<file path="src/rtl/prog_loader_if.sv">
// Byte-stream and instruction-memory write bundle for the program loader.
// master: byte source that also observes the memory write port.
// slave:  the loader, which consumes bytes and drives the memory writes.
interface prog_loader_if #(
  parameter int ADDR_W = 7
);
  logic [7:0]        in_data;
  logic              in_valid;
  logic              in_ready;
  logic              imem_we;
  logic [ADDR_W-1:0] imem_addr;
  logic [15:0]       imem_wdata;

  modport master (
    output in_data, in_valid,
    input  in_ready, imem_we, imem_addr, imem_wdata
  );

  modport slave (
    input  in_data, in_valid,
    output in_ready, imem_we, imem_addr, imem_wdata
  );
endinterface

</file>
<file path="src/rtl/prog_loader.sv">
// Program loader: parses SYNC/LEN/words/CSUM frames from a byte stream,
// writes 16-bit words into instruction memory and holds the CPU in reset
// while a frame is in flight. All outputs are registered.
module prog_loader #(
  parameter int         ADDR_W      = 7,
  parameter logic [7:0] SYNC_BYTE   = 8'hA5,
  parameter int         TIMEOUT_CYC = 1000000
) (
  input  logic            clk,
  input  logic            rst,
  prog_loader_if.slave    bus,
  output logic            cpu_rst,
  output logic            loading,
  output logic            error,
  output logic [ADDR_W:0] words_loaded
);

  localparam logic [2:0] S_IDLE  = 3'd0;
  localparam logic [2:0] S_LEN   = 3'd1;
  localparam logic [2:0] S_HI    = 3'd2;
  localparam logic [2:0] S_LO    = 3'd3;
  localparam logic [2:0] S_WRITE = 3'd4;
  localparam logic [2:0] S_CSUM  = 3'd5;
  localparam logic [2:0] S_ERR   = 3'd6;

  localparam int DEPTH = 2 ** ADDR_W;
  localparam int CNT_W = $clog2(TIMEOUT_CYC + 1);
  localparam logic [CNT_W-1:0] TO_LAST = CNT_W'(TIMEOUT_CYC - 1);

  logic [2:0]       state;
  logic [2:0]       nextState;
  logic [ADDR_W:0]  lenN;
  logic [7:0]       hiByte;
  logic [7:0]       csum;
  logic [CNT_W-1:0] toCnt;

  logic xfer;
  logic syncAccept;
  logic lenBad;
  logic timed;
  logic timeoutHit;

  assign xfer       = bus.in_valid && bus.in_ready;
  assign syncAccept = xfer && (bus.in_data == SYNC_BYTE) &&
                      ((state == S_IDLE) || (state == S_ERR));
  assign lenBad     = (bus.in_data == 8'd0) || (int'(bus.in_data) > DEPTH);
  assign timed      = (state == S_LEN) || (state == S_HI) ||
                      (state == S_LO)  || (state == S_CSUM);
  // The byte arriving on the last allowed cycle still wins over the timeout.
  assign timeoutHit = timed && !xfer && (toCnt == TO_LAST);

  // Frame parser next-state decision.
  always_comb begin
    nextState = state;
    case (state)
      S_IDLE, S_ERR: if (syncAccept) nextState = S_LEN;
      S_LEN:         if (xfer) nextState = lenBad ? S_ERR : S_HI;
      S_HI:          if (xfer) nextState = S_LO;
      S_LO:          if (xfer) nextState = S_WRITE;
      S_WRITE:       nextState = ((words_loaded + 1'b1) < lenN) ? S_HI : S_CSUM;
      S_CSUM:        if (xfer) nextState = (bus.in_data == csum) ? S_IDLE : S_ERR;
      default:       nextState = S_IDLE;
    endcase
    if (timeoutHit) nextState = S_ERR;
  end

  // Control state and registered outputs; reset forces the CPU into reset
  // and kills any in-flight memory write.
  always_ff @(posedge clk or posedge rst) begin
    if (rst) begin
      state          <= S_IDLE;
      bus.in_ready   <= 1'b0;
      bus.imem_we    <= 1'b0;
      bus.imem_addr  <= '0;
      bus.imem_wdata <= '0;
      cpu_rst        <= 1'b1;
      loading        <= 1'b0;
      error          <= 1'b0;
      words_loaded   <= '0;
      toCnt          <= '0;
    end else begin
      state        <= nextState;
      bus.in_ready <= (nextState != S_WRITE);
      bus.imem_we  <= (nextState == S_WRITE);
      // CPU only runs while idling; leaving CSUM keeps it held one more cycle.
      cpu_rst      <= !((state == S_IDLE) && (nextState == S_IDLE));

      if ((state == S_LO) && xfer) begin
        bus.imem_addr  <= words_loaded[ADDR_W-1:0];
        bus.imem_wdata <= {hiByte, bus.in_data};
      end

      if (syncAccept) begin
        words_loaded <= '0;
        loading      <= 1'b1;
        error        <= 1'b0;
      end else begin
        if (state == S_WRITE) words_loaded <= words_loaded + 1'b1;
        if ((nextState == S_ERR) || ((state == S_CSUM) && (nextState == S_IDLE)))
          loading <= 1'b0;
        if ((nextState == S_ERR) && (state != S_ERR)) error <= 1'b1;
      end

      if (timed && !xfer && (nextState == state)) toCnt <= toCnt + 1'b1;
      else                                        toCnt <= '0;
    end
  end

  // Frame datapath: length, high byte and running checksum.
  always_ff @(posedge clk) begin
    if (syncAccept) csum <= 8'd0;
    else if (xfer && ((state == S_LEN) || (state == S_HI) || (state == S_LO)))
      csum <= csum ^ bus.in_data;
    if ((state == S_LEN) && xfer) lenN <= (ADDR_W + 1)'(bus.in_data);
    if ((state == S_HI) && xfer)  hiByte <= bus.in_data;
  end

endmodule

</file>
<file path="src/flat_wrapper.sv">
// flat-port wrapper written by rule: the top's interface ports become plain ports
module prog_loader_flat 
#(
  parameter int         ADDR_W      = 7,
  parameter logic [7:0] SYNC_BYTE   = 8'hA5,
  parameter int         TIMEOUT_CYC = 1000000
)
  (clk, rst, cpu_rst, loading, error, words_loaded, bus_in_data, bus_in_valid, bus_in_ready, bus_imem_we, bus_imem_addr, bus_imem_wdata);
  prog_loader_if #(.ADDR_W(ADDR_W)) bus_i ();
  input  logic clk;
  input  logic rst;
  output logic cpu_rst;
  output logic loading;
  output logic error;
  output logic [ADDR_W:0] words_loaded;
  input wire logic [$bits(bus_i.in_data)-1:0] bus_in_data;
  input wire logic [$bits(bus_i.in_valid)-1:0] bus_in_valid;
  output wire logic [$bits(bus_i.in_ready)-1:0] bus_in_ready;
  output wire logic [$bits(bus_i.imem_we)-1:0] bus_imem_we;
  output wire logic [$bits(bus_i.imem_addr)-1:0] bus_imem_addr;
  output wire logic [$bits(bus_i.imem_wdata)-1:0] bus_imem_wdata;
  assign bus_i.in_data = bus_in_data;
  assign bus_i.in_valid = bus_in_valid;
  assign bus_in_ready = bus_i.in_ready;
  assign bus_imem_we = bus_i.imem_we;
  assign bus_imem_addr = bus_i.imem_addr;
  assign bus_imem_wdata = bus_i.imem_wdata;
  prog_loader #(.ADDR_W(ADDR_W), .SYNC_BYTE(SYNC_BYTE), .TIMEOUT_CYC(TIMEOUT_CYC)) u_core (.clk(clk), .rst(rst), .bus(bus_i), .cpu_rst(cpu_rst), .loading(loading), .error(error), .words_loaded(words_loaded));
endmodule
</file>
<file path="config.mk">
export PLATFORM = sky130hd
export DESIGN_NAME = prog_loader_flat
export DESIGN_NICKNAME = d
export VERILOG_FILES = /design/src/rtl/prog_loader_if.sv /design/src/rtl/prog_loader.sv /design/src/flat_wrapper.sv
export SDC_FILE = /design/constraint.sdc
export NUM_CORES = 1
export LEC_CHECK = 0
export CORE_AREA = 4 4 102 104
export DETAILED_ROUTE_END_ITERATION = 8
export DIE_AREA = 0 0 106 108
export SYNTH_ARGS = -nofsm -noshare
export SYNTH_HDL_FRONTEND = slang
export SYNTH_SLANG_ARGS = --single-unit
</file>
<file path="constraint.sdc">
create_clock -name clk -period 2.4 [get_ports clk]
set_clock_uncertainty 0.15 [all_clocks]
set_input_delay 0.24 -clock clk [delete_from_list [all_inputs] [get_ports clk]]
set_output_delay 0.24 -clock clk [all_outputs]
set_load 0.01 [all_outputs]
</file>
==> impl_metrics.csv, run 1 <==
group,metric,value,unit
global_route,grt_pass1_wl,14550,µm
layout,n_antenna_cell,0,
routing,routed-via-count,2855,
global_route,first_global_vias,2976,
clock_network,clk_path_buf_depth,2,
floorplan,die_y,108,µm
clock_network,clk_latency,0.35,ns
layout,area_growth_syn_to_layout,37.07,%
synth,synth.ff_latch_count,83,
layout,nets,471,
synth,syn_nets,367,
timing,grt_setup_unrepaired,"true",
routing,routed_wire_length_per_instance,14.72,µm
placed_design,hpwl,6290,µm
worst_setup_path,worst-setup-path-type,"flop to flop",
pwr,power_per_cell_area,940.3,nW/µm²
clock_network,clkTransAtPathRegs,0.09,ns
worst_setup_path,reg2regPathDepth,11,
worst_setup_path,start_kind,"flop",
clock_network,numCtsBuffers,9,
pwr,static_leakage,2.250,nW
synth,avg_cell_area_syn,11.01,µm²
routing,detail_route.drc_violations,0,
floorplan,core-area,9549,µm²
routing,drt_iter0_markers,102,
global_route,maximum_number_of_pins_on_one_net_before_global_route_repair,32,
synth,synth-seq-area-share,55.44,%
run_status,violations,"negative setup slack",
synth,yosys.cell_types.count,47,
global_route,track_usage,16.05,%
timing,finalMaxSlewViolations,0,
timing,tcrit_tclk_final,109.2,%
synth,async_reset_ff_share,71.08,%
synth,yosys-top-cells-area,"dfrtp_1 38%, edfxtp_1 13%, mux2_1 6.5%",
layout,nFillCells,872,
synth,yosys_most_used_dff,"dfrtp_1",
worst_setup_path,critPathArrivalTime,2.69,ns
layout,post-route-util,54.85,%
clock_network,cts_tree,"done",
timing,max-slew-margin-rel,69.79,%
timing,timing_worst_slew_pin_value,0.4506,ns
synth,synth-edff-count,16,
worst_setup_path,worstSetupEndpointType,"flop",
layout,finish.instance_area,5238,µm²
floorplan,fp.dieArea,11450,µm²
floorplan,io-pin-count,47,
timing,setup_total_neg_slack,-3.994,ns
timing,setup_viol,25,
floorplan,floorplan.rows,36,
synth,synth_largest_type_area_fraction,37.98,%
placed_design,placed_cell_area,4847,µm²
timing,setup_ws,-0.2217,ns
routing,drtAntennaViolNets,0,
synth,yosysWarnings,0,
pwr,total_power,4.925,mW
hold_path,hold_path_class,"input port to asynchronous set/reset pin",
synth,syn_area,3821,µm²
worst_setup_path,worst_ep_required_time,2.47,ns
global_route,overflow_left_after_global_routing,0,
worst_setup_path,reg2reg_to,"u_core.error",
synth,synth_cells,347,
job,timing.max_cap.violations,0,
clock_network,clock-root-buffer,"clkbuf_8",
timing,fmaxAchievable,381.4,MHz
global_route,antenna_found_initial,0,
floorplan,dieWidth,106,µm
run_status,outcome,"complete, but fails checks",
timing,finalWorstPathRequiredPeriod,2.622,ns
worst_setup_path,r2r_setup_slack,-0.22,ns
clock_network,cts_hold_repair.buffers,0,
layout,post_route_cells_drive_above_1_share,25.00,%
timing,timing_hold_violations_final,0,
routing,vias_per_cell,4.847,
synth,yosys_top_cell_by_area,"dfrtp_1",
pwr,worst_vdd_ir,0.3639,mV
clock_network,clock_sinks,83,
routing,wl,8671,µm
floorplan,start_util,40.02,%
placed_design,gp_congestion,0.8189,
clock_network,ctsHtreeMaxLevel,3,
worst_setup_path,worst_r2r_startpoint,"u_core.words_loaded[0]",
routing,drt-pass1-iter-count,7,
placed_design,port_buffers,46,
worst_setup_path,crit_path_max_fanout,5,
[critical path, stage by stage (launching register included)]
cell and delay (ns):
dfrtp_2 0.43, nand3_2 0.10, nor2_4 0.14, nand3_2 0.12, xnor2_2 0.17, ha_1 0.30, and4_1 0.19, o221ai_2 0.10
nor4b_4 0.14, or4_4 0.45, o41ai_4 0.08, o22ai_1 0.12
[repair_timing]
item | CTS | global route
pin swaps | 7 | 6
setup buffers | 5 | 2
setup endpoints to repair | 25 | 25
endpoints found under the hold margin | 0 | 0
gates resized for setup | 14 | 12
cloned | 0 | 0
[cell families (layout without fill, tap and decap cells)]
logic type	Yosys count	after routing	share of synthesized area, %
buf+inv	24	133	2.456
flops	83	83	55.44
simple gates	138	138	17.91
fa+ha+maj	9	9	2.947
compound gates	30	30	5.305
xor+xnor	40	40	9.168
mux	23	23	6.778
[through the flow]
stage,std cells,setup WS (ns),hold slack (ns)
after floorplan,347,-0.1109,0.1889
after global placement,566,-0.1923,0.2831
after detailed placement,566,-0.2211,0.2982
after CTS,587,-0.1996,0.1364
after global routing,589,-0.2988,0.1768
final,589,-0.2217,0.1340
[Yosys cell counts, types with 2 or more instances]
master    count
o21ai_0       2
or3_1         2
buf_2         3
or4_1         3
nor3_1        3
xor2_1       26
inv_1        12
dfxtp_1       8
o21ai_1      11
and3_1        9
clkbuf_1      7
nand4_1       6
edfxtp_1     16
a211oi_1      2
o221ai_1      2
nor4_1        2
dfrtp_1      58
ha_1          9
nor4b_1       3
nor2_1       46
nor2b_1       5
nand2_1      34
a31oi_1       2
nand3_1      13
and2_1        4
xnor2_1      14
mux2_1       22
and4_1        2
or4_4         2
o21a_1        2
[layer usage]
layer  global-route usage, %  part of all wire [%]
met1                   20.51                    46
met2                   27.19                    50
met3                   2.746                   2.4
met4                   6.660                   1.0
met5                       0                     0
[layout make-up]
class | count | area (µm²) | share of cell area (%)
inverter | 13 | 48.80 | 0.9317
multi-input combinational | 240 | 1789 | 34.16
timing repair buffer | 104 | 908.4 | 17.34
clock inverter | 7 | 76.32 | 1.457
sequential | 83 | 2125 | 40.56
clock buffer | 9 | 123.9 | 2.365
tap | 133 | 166.4 | 3.177
[cell usage in the layout, fill, tap and decap left out, types with 9 or more instances in the layout]
cell,synthesis,routed
buf_4,0,57
dfrtp_1,58,53
clkdlybuf4s50_1,0,46
nor2_1,46,39
nand2_1,34,34
xor2_1,26,25
mux2_1,22,22
edfxtp_1,16,16
xnor2_1,14,12
o21ai_1,11,11
inv_1,12,11
and3_1,9,9
clkbuf_8,0,9
[where the power goes]
group          switching (mW)  internal [mW]  total [mW]
sequential              0.241           1.81        2.05
combinational           0.845           1.00        1.85
clock                   0.536          0.488        1.02
[registers in the layout, summed over array words and instances (netlist names)]
| register | cells |
|---|---|
| u_core.toCnt | 20 |
| u_core.bus.imem_wdata | 16 |
| u_core.csum | 8 |
| u_core.hiByte | 8 |
| u_core.lenN | 8 |
| u_core.words_loaded | 8 |
| u_core.bus.imem_addr | 7 |
| u_core.state | 3 |
| u_core.bus.imem_we | 1 |
| u_core.bus.in_ready | 1 |
| u_core.cpu_rst | 1 |
| u_core.error | 1 |
| u_core.loading | 1 |
[how the worst max path moves through the flow]
stage          slack [ns]                    from         endpoint  cells past startpoint
2_1_floorplan       -0.11  u_core.words_loaded[0]   u_core.loading                     11
3_3_place_gp        -0.19  u_core.words_loaded[0]   u_core.loading                      9
3_5_place_dp        -0.22  u_core.words_loaded[0]     u_core.error                     11
4_1_cts             -0.20  u_core.words_loaded[0]  u_core.state[2]                     10
5_1_grt             -0.30  u_core.words_loaded[0]     u_core.error                     11
6_report            -0.22  u_core.words_loaded[0]     u_core.error                     11
Note: power is estimated with default switching activity, not from simulation.
==> run 2, diff against run 1 <==
- SKIP_LAST_GASP: unset -> 1
==> results of run 2 <==
The final DEF is identical to that of run 1; final timing and power are the same.
==> run 3, diff against run 2 <==
- CORE_AREA: 4 4 102 104 -> 2 2 96 107
- CTS_CLUSTER_DIAMETER: unset -> 100
- DIE_AREA: 0 0 106 108 -> 0 0 98 109
==> impl_metrics.csv, run 3 (synthesis results as in run 1) <==
group,metric,value,unit
clock_network,numCtsBuffers,9,
routing,drt_iter0_markers,100,
layout,post_route_cells_drive_above_1_share,22.89,%
layout,n_antenna_cell,0,
worst_setup_path,start_kind,"flop",
worst_setup_path,worst_ep_required_time,2.55,ns
placed_design,gp_congestion,0.8943,
timing,grt_setup_unrepaired,"true",
timing,setup_ws,-0.1921,ns
floorplan,core-area,9652,µm²
layout,nets,465,
routing,routed_wire_length_per_instance,14.80,µm
routing,routed-via-count,2843,
worst_setup_path,worst-setup-path-type,"flop to flop",
clock_network,cts_tree,"done",
global_route,maximum_number_of_pins_on_one_net_before_global_route_repair,33,
layout,finish.instance_area,5136,µm²
run_status,outcome,"complete, but fails checks",
timing,finalWorstPathRequiredPeriod,2.592,ns
layout,max_flop_register,"u_core.toCnt",
global_route,grt_pass1_wl,14600,µm
global_route,track_usage,17.38,%
global_route,overflow_left_after_global_routing,0,
clock_network,ctsHtreeMaxLevel,3,
routing,vias_per_cell,4.988,
pwr,power_per_cell_area,941.6,nW/µm²
floorplan,fp.dieArea,10680,µm²
placed_design,placed_cell_area,4828,µm²
clock_network,clkTransAtPathRegs,0.09,ns
floorplan,dieWidth,98,µm
worst_setup_path,worst_r2r_startpoint,"u_core.words_loaded[0]",
worst_setup_path,reg2regPathDepth,11,
timing,tcrit_tclk_final,108.0,%
timing,max-slew-margin-rel,59.52,%
worst_setup_path,critPathArrivalTime,2.74,ns
clock_network,clk_latency,0.36,ns
worst_setup_path,crit_path_max_fanout,4,
floorplan,start_util,39.59,%
layout,final_common_cell,"dfrtp_1",
run_status,violations,"negative setup slack",
clock_network,clock_sinks,83,
placed_design,port_buffers,46,
timing,setup_total_neg_slack,-2.650,ns
global_route,antenna_found_initial,0,
timing,timing_hold_violations_final,0,
worst_setup_path,reg2reg_to,"u_core.loading",
clock_network,clock-root-buffer,"clkbuf_8",
clock_network,clk_path_buf_depth,2,
floorplan,io-pin-count,47,
worst_setup_path,r2r_setup_slack,-0.19,ns
timing,fmaxAchievable,385.8,MHz
job,timing.max_cap.violations,0,
routing,detail_route.drc_violations,0,
placed_design,hpwl,6093,µm
pwr,static_leakage,2.226,nW
layout,area_growth_syn_to_layout,34.41,%
placed_design,place_ws,-0.2035,ns
timing,timing_worst_slew_pin_value,0.6063,ns
hold_path,hold_path_class,"input port to asynchronous set/reset pin",
layout,max_ffs_per_register,20,
routing,drtAntennaViolNets,0,
clock_network,cts_hold_repair.buffers,0,
timing,setup_viol,23,
layout,largest_regs,"u_core.toCnt (20), u_core.bus.imem_wdata (16)",
global_route,first_global_vias,2981,
timing,finalMaxSlewViolations,0,
layout,layout.cells.most_common_list,"53 x dfrtp_1, 50 x buf_4, 46 x clkdlybuf4s50_1",
floorplan,floorplan.rows,38,
pwr,worst_vdd_ir,0.4748,mV
floorplan,die_y,109,µm
routing,wl,8437,µm
worst_setup_path,worstSetupEndpointType,"flop",
routing,drt-pass1-iter-count,4,
run 3: cell type report:
type,instances,area (µm²)
flip-flops and latches,83,2125
fillers,891,4516
repair buffers,98,875.8
multi-input cells,240,1734
well taps,120,150.1
inverters,13,48.80
clock inverters,7,78.83
clock buffers,9,123.9
run 3: what timing repair did:
| action | in CTS | in global routing |
|---|---|---|
| setup buffers | 1 | 2 |
| cloned | 0 | 0 |
| endpoints found under the hold margin | 0 | 0 |
| pin swaps | 7 | 5 |
| gates resized for setup | 15 | 3 |
| setup endpoints to repair | 24 | 27 |
run 3: how the worst max path moves through the flow:
stage,startpoint,to,cells after the start
2_1_floorplan,u_core.words_loaded[0],u_core.loading,11
6_report,u_core.words_loaded[0],u_core.loading,11
4_1_cts,u_core.words_loaded[1],u_core.loading,11
3_5_place_dp,bus_in_data[3],u_core.loading,7
3_3_place_gp,bus_in_data[3],u_core.toCnt[3],8
5_1_grt,u_core.words_loaded[0],u_core.loading,11
run 3: per-layer routing:
layer / wire length (µm) / share of wire [%] / GRT usage [%]
met3: 187 / 2.2 / 2.885
met1: 3676 / 44 / 21.79
met4: 108 / 1.3 / 6.349
met5: 0 / 0 / 0
met2: 4465 / 53 / 30.43
run 3: where the power goes:
group / leakage, nW / internal, mW / switching [mW] / total, mW
Sequential: 0.972 / 1.81 / 0.261 / 2.07
Combinational: 1.15 / 0.963 / 0.788 / 1.75
Clock: 0.103 / 0.416 / 0.600 / 1.02
run 3: through the flow:
step	total power [mW]	hold slack, ns	utilization [%]	std cells
floorplan	3.005	0.1889	-	347
CTS	4.895	0.1271	52.86	568
global route	5.162	0.1818	53.21	570
global placement	3.797	0.2867	50.03	551
finish	4.836	0.1172	53.21	570
detailed placement	3.827	0.2987	50.03	551
run 3: critical path, stage by stage (launching register included):
cell	delay, ns
dfrtp_2	0.42
nand3_2	0.11
nor2_4	0.14
nand3_2	0.11
xnor2_2	0.16
ha_1	0.29
and4_1	0.18
o221ai_2	0.10
nor4b_2	0.18
or4_4	0.42
o41ai_2	0.08
a31o_1	0.19
